File: config.mk
export PLATFORM = sky130hd
export DESIGN_NAME = gry_cnt_flat
export DESIGN_NICKNAME = d
export VERILOG_FILES = /design/src/rtl/gry_cnt_if.sv /design/src/rtl/gry_cnt.sv /design/src/flat_wrapper.sv
export SDC_FILE = /design/constraint.sdc
export NUM_CORES = 1
export LEC_CHECK = 0
export BUFFER_PORTS_ARGS = -buffer_cell sky130_fd_sc_hd__buf_2
export CAP_MARGIN = 20
export CORE_ASPECT_RATIO = 1.75
export CORE_MARGIN = 2
export CORE_UTILIZATION = 40
export CTS_CLUSTER_SIZE = 14
export DETAILED_ROUTE_END_ITERATION = 7
export PLACE_DENSITY = 0.67
export SYNTH_ARGS = -nofsm -noshare
export SYNTH_HDL_FRONTEND = slang
export SYNTH_SLANG_ARGS = --single-unit
File: constraint.sdc
create_clock -name clk -period 3 [get_ports clk]
set_clock_uncertainty 0.15 [all_clocks]
set_input_delay 0.45 -clock clk [delete_from_list [all_inputs] [get_ports clk]]
set_output_delay 0.45 -clock clk [all_outputs]
set_load 0.01 [all_outputs]
File: src/rtl/gry_cnt_if.sv
// Control and status bundle for the binary/Gray up-down counter.
// master drives the controls and observes the count; slave is the counter.
interface gry_cnt_if #(
  parameter int N = 8
);
  logic         en;
  logic         up_dn;
  logic         load;
  logic [N-1:0] load_val;
  logic [N-1:0] binary;
  logic [N-1:0] gray;
  logic         at_max;
  logic         at_min;
  logic         wrap;

  modport master (
    output en, up_dn, load, load_val,
    input  binary, gray, at_max, at_min, wrap
  );

  modport slave (
    input  en, up_dn, load, load_val,
    output binary, gray, at_max, at_min, wrap
  );
endinterface

File: src/rtl/gry_cnt.sv
// Up/down binary counter with same-edge registered Gray output, load, and wrap/saturate ends.
// Latency 1 cycle (load > step > hold); no backpressure, en is a level strobe giving one step per edge.
module gry_cnt #(
  parameter int N    = 8,
  parameter bit WRAP = 1'b1
) (
  input logic       clk,
  input logic       rst_n,
  gry_cnt_if.slave  cnt
);

  localparam logic [N-1:0] MAX_VAL = '1;
  localparam logic [N-1:0] MIN_VAL = '0;
  localparam logic [N-1:0] ONE     = {{(N-1){1'b0}}, 1'b1};

  logic [N-1:0] bin_q, bin_d;
  logic [N-1:0] gray_q, gray_d;
  logic         wrap_q, wrap_d;

  always_comb begin
    bin_d  = bin_q;
    wrap_d = 1'b0;
    if (cnt.load) begin
      bin_d = cnt.load_val;
    end else if (cnt.en) begin
      if (cnt.up_dn) begin
        if (bin_q == MAX_VAL) begin
          if (WRAP) begin
            bin_d  = MIN_VAL;
            wrap_d = 1'b1;
          end
        end else begin
          bin_d = bin_q + ONE;
        end
      end else begin
        if (bin_q == MIN_VAL) begin
          if (WRAP) begin
            bin_d  = MAX_VAL;
            wrap_d = 1'b1;
          end
        end else begin
          bin_d = bin_q - ONE;
        end
      end
    end
    // Encode from the next binary value so both registers update on the same edge.
    gray_d = bin_d ^ (bin_d >> 1);
  end

  always_ff @(posedge clk or negedge rst_n) begin
    if (!rst_n) begin
      bin_q  <= '0;
      gray_q <= '0;
      wrap_q <= 1'b0;
    end else begin
      bin_q  <= bin_d;
      gray_q <= gray_d;
      wrap_q <= wrap_d;
    end
  end

  assign cnt.binary = bin_q;
  assign cnt.gray   = gray_q;
  assign cnt.wrap   = wrap_q;
  assign cnt.at_max = (bin_q == MAX_VAL);
  assign cnt.at_min = (bin_q == MIN_VAL);

endmodule

File: src/flat_wrapper.sv
// flat-port wrapper written by rule: the top's interface ports become plain ports
module gry_cnt_flat 
#(
  parameter int N    = 8,
  parameter bit WRAP = 1'b1
)
  (clk, rst_n, cnt_en, cnt_up_dn, cnt_load, cnt_load_val, cnt_binary, cnt_gray, cnt_at_max, cnt_at_min, cnt_wrap);
  gry_cnt_if #(.N(N)) cnt_i ();
  input logic clk;
  input logic rst_n;
  input wire logic [$bits(cnt_i.en)-1:0] cnt_en;
  input wire logic [$bits(cnt_i.up_dn)-1:0] cnt_up_dn;
  input wire logic [$bits(cnt_i.load)-1:0] cnt_load;
  input wire logic [$bits(cnt_i.load_val)-1:0] cnt_load_val;
  output wire logic [$bits(cnt_i.binary)-1:0] cnt_binary;
  output wire logic [$bits(cnt_i.gray)-1:0] cnt_gray;
  output wire logic [$bits(cnt_i.at_max)-1:0] cnt_at_max;
  output wire logic [$bits(cnt_i.at_min)-1:0] cnt_at_min;
  output wire logic [$bits(cnt_i.wrap)-1:0] cnt_wrap;
  assign cnt_i.en = cnt_en;
  assign cnt_i.up_dn = cnt_up_dn;
  assign cnt_i.load = cnt_load;
  assign cnt_i.load_val = cnt_load_val;
  assign cnt_binary = cnt_i.binary;
  assign cnt_gray = cnt_i.gray;
  assign cnt_at_max = cnt_i.at_max;
  assign cnt_at_min = cnt_i.at_min;
  assign cnt_wrap = cnt_i.wrap;
  gry_cnt #(.N(N), .WRAP(WRAP)) u_core (.clk(clk), .rst_n(rst_n), .cnt(cnt_i));
endmodule
==> flow_metrics.tcl <==
set metrics [dict create \
    cp_max_fo 10 \
    whs_ps 299 \
    finalMaxSlewViolations 0 \
    critPathSlowestCell "dfrtp_1" \
    placedCellCount 171 \
    drive_above_1_share 0.295 \
    critPathBufInv 3 \
    antenna_found_initial 0 \
    area_growth_pct 18.0 \
    syn_area_um2 1130 \
    slowest_delay_ps 470 \
    period_minus_slack_ps 2390 \
    initial_core_util 0.419 \
    portBuffers 31 \
    crit_chain "inv_1, ha_1, nor3b_1, nand2_2, inv_1, buf_2" \
    r2r-end "u_core.cnt.gray[1]$_DFF_PN0_" \
    r2r_cells 7 \
    synth_common_cells "dfrtp_1 (16), inv_1 (13), a21oi_1 (10), xnor2_1 (10), nor2_1 (7)" \
    powerDensity_nw_per_um2 527 \
    synth_area_leaders "dfrtp_1 (36%), xnor2_1 (7.8%), a21oi_1 (4.4%), inv_1 (4.3%), ha_1 (3.3%)" \
    antenna_cells 0 \
    max-vdd-ir-drop_mv 0.293 \
    place.gp.congestion 0.872 \
    yosys.cell_types.count 42 \
    yosysTopAreaCell "dfrtp_1" \
    clock_latency_ps 250 \
    detailed_place_hpwl_um 2150 \
    first_pass_iters 4 \
    drc_errors 0 \
    ant_nets 0 \
    multi_input_area_um2 627 \
    whs_endpoint "u_core.cnt.binary[6]$_DFF_PN0_" \
    drt_iter0_markers 24 \
    place_area_um2 1260 \
    synth_warnings 0 \
    rsz0062_at_grt "false" \
    cts_made_buffers 3 \
    syn_nets 138 \
    yosysSeqAreaShare 0.355 \
    crit_family "simple AND/OR/NAND/NOR gates" \
    critical_path.startpoint "u_core.cnt.binary[0]$_DFF_PN0_" \
    avgRoutedWirePerCell_um 15.8 \
    cp.required_ps 2400 \
    maxCapViolCount 0 \
    cp.arrival_ps 1790 \
    grt_use_total 0.196 \
    syn_inst 122 \
    synth_edf_count 0 \
    die_y_um 74.2 \
    grt_pass1_vias 987 \
    min_from "cnt_load_val[6]" \
    cts_tree "yes" \
    tns_ps 0 \
    worstSetupPathType "register to output pin" \
    htreeDepth 1 \
    fin_cells 176 \
    min_path_cells 3 \
    seqCellArea_um2 400 \
    cts_sinks 16 \
    p_leak_nw 0.613 \
    row_count 25 \
    die_x_um 44.1 \
    viasPerCell 5.69 \
    synth-async-reset-ratio 1.00 \
    synth_top_cell_area_share 0.355 \
    fill_cells 264 \
    max_slew_margin 0.682 \
    synthFlopType "dfrtp_1" \
    design_area_um2 1330 \
    max_freq_mhz 418 \
    final.period_utilization 0.797 \
    cp-end-kind "output pin" \
    grt_first_pass_wirelength_um 4600 \
    num_vias 1001 \
    final_hold_viol_count 0 \
    setup_viol 0 \
    io_pins 32 \
    rr_startpoint "u_core.cnt.binary[0]$_DFF_PN0_" \
    cp_common_cell "inv_1" \
    regToRegSetupSlack_ps 690 \
    cp-start-kind "register" \
    synth_seq_cells 16 \
    grt.overflow.total 0 \
    syn_avg_cell_area_um2 9.24 \
    worst_slew_pin_slew_ps 477 \
    yosysMostFrequentCell "dfrtp_1" \
    grt_max_degree 18 \
    coreArea_um2 2690 \
    hold_class "primary input to register" \
    cts.clk_slew.worst_paths_ps 60 \
    nets 166 \
    root_buffer "clkbuf_8" \
    cts_setup_buffers 0 \
    cts_buffer_depth 2 \
    outcome "finished, final reports clean" \
    wirelength_um 2780 \
    dieArea_um2 3280 \
]
==> what timing repair did <==
action                    CTS  global route
gates resized for setup     0             0
hold buffers                1             0
hold endpoints to repair   16             0
==> cell type report <==
type / count / area share
repair buffers: 32 / 0.124
flip-flops and latches: 16 / 0.301
clock buffers: 4 / 0.0414
multi-input cells: 84 / 0.471
inverters: 13 / 0.0367
well taps: 27 / 0.0254
==> cells in the final DEF (no fill, tap or decap), drive strengths merged <==
| cell type | count |
|---|---|
| buf | 31 |
| dfrtp | 16 |
| inv | 13 |
| a21oi | 12 |
| xnor2 | 10 |
| nor2 | 7 |
| nand3 | 5 |
| nor3 | 5 |
| o21ai | 5 |
| clkbuf | 4 |
| nand2 | 4 |
| nor3b | 3 |
| xor2 | 3 |
| ha | 3 |
| a221oi | 3 |
| and3 | 2 |
| nand2b | 2 |
| nor2b | 2 |
| o311ai | 2 |
| nor4 | 1 |
| nand4 | 1 |
| a31o | 1 |
| o211ai | 1 |
| a22oi | 1 |
| o221ai | 1 |
| a2bb2oi | 1 |
| or3 | 1 |
| a311oi | 1 |
| a32oi | 1 |
| a211o | 1 |
| a2111oi | 1 |
| mux2i | 1 |
| a221o | 1 |
| o211a | 1 |
| a31oi | 1 |
| dlygate4sd3 | 1 |
==> metal layers <==
metal / wire (µm) / GRT usage
met1: 1100 / 0.225
met2: 1430 / 0.315
met3: 111 / 0.0364
met4: 134 / 0.145
met5: 0 / 0
==> stage by stage <==
step | worst slack, ps | total power, mW | util
after CTS | 603 | 0.709 | 0.494
after global placement | 789 | 0.507 | 0.470
after global routing | 418 | 0.746 | 0.494
final | 609 | 0.701 | 0.494
after floorplan | 795 | 0.441 | -
after detailed placement | 696 | 0.512 | 0.470
==> worst max-delay path by stage <==
stage / end / slack, ps / cells past startpoint
floorplan: u_core.cnt.gray[1]$_DFF_PN0_ / 800 / 8
global placement: u_core.cnt.gray[1]$_DFF_PN0_ / 790 / 7
detailed placement: u_core.cnt.gray[1]$_DFF_PN0_ / 700 / 7
CTS: cnt_at_min / 600 / 6
global route: cnt_at_min / 420 / 6
finish: cnt_at_min / 610 / 6
==> sequential cells by signal (all words and copies together) (netlist names) <==
register           flops
u_core.cnt.gray        7
u_core.cnt.wrap        1
u_core.cnt.binary      8
==> cell families (layout without fill, tap and decap cells) <==
family                     Yosys count  after routing  share of synthesized area
muxes                                1              1                    0.00888
AOI/OAI and AO/OA                   34             34                      0.246
and+or+nand+nor                     33             33                      0.166
xor gates and xnor gates            13             13                      0.101
adders and majority gates            3              3                     0.0333
buffers and inverters               22             49                     0.0888
DFF                                 16             16                      0.355
==> worst reg2reg max path, stage by stage, from the launching register on <==
cell and delay, ps:
dfrtp_1 470, inv_1 130, ha_1 180, nor3b_1 420
a21oi_2 140, a2111oi_2 340, a21oi_1 140, xor2_1 200
==> power by group <==
| part | switching [mW] | internal [mW] | total (mW) |
|---|---|---|---|
| Combinational | 0.122 | 0.0957 | 0.217 |
| Sequential | 0.0411 | 0.251 | 0.292 |
| Clock | 0.0752 | 0.117 | 0.192 |
Note: power is estimated with default switching activity, not from simulation.
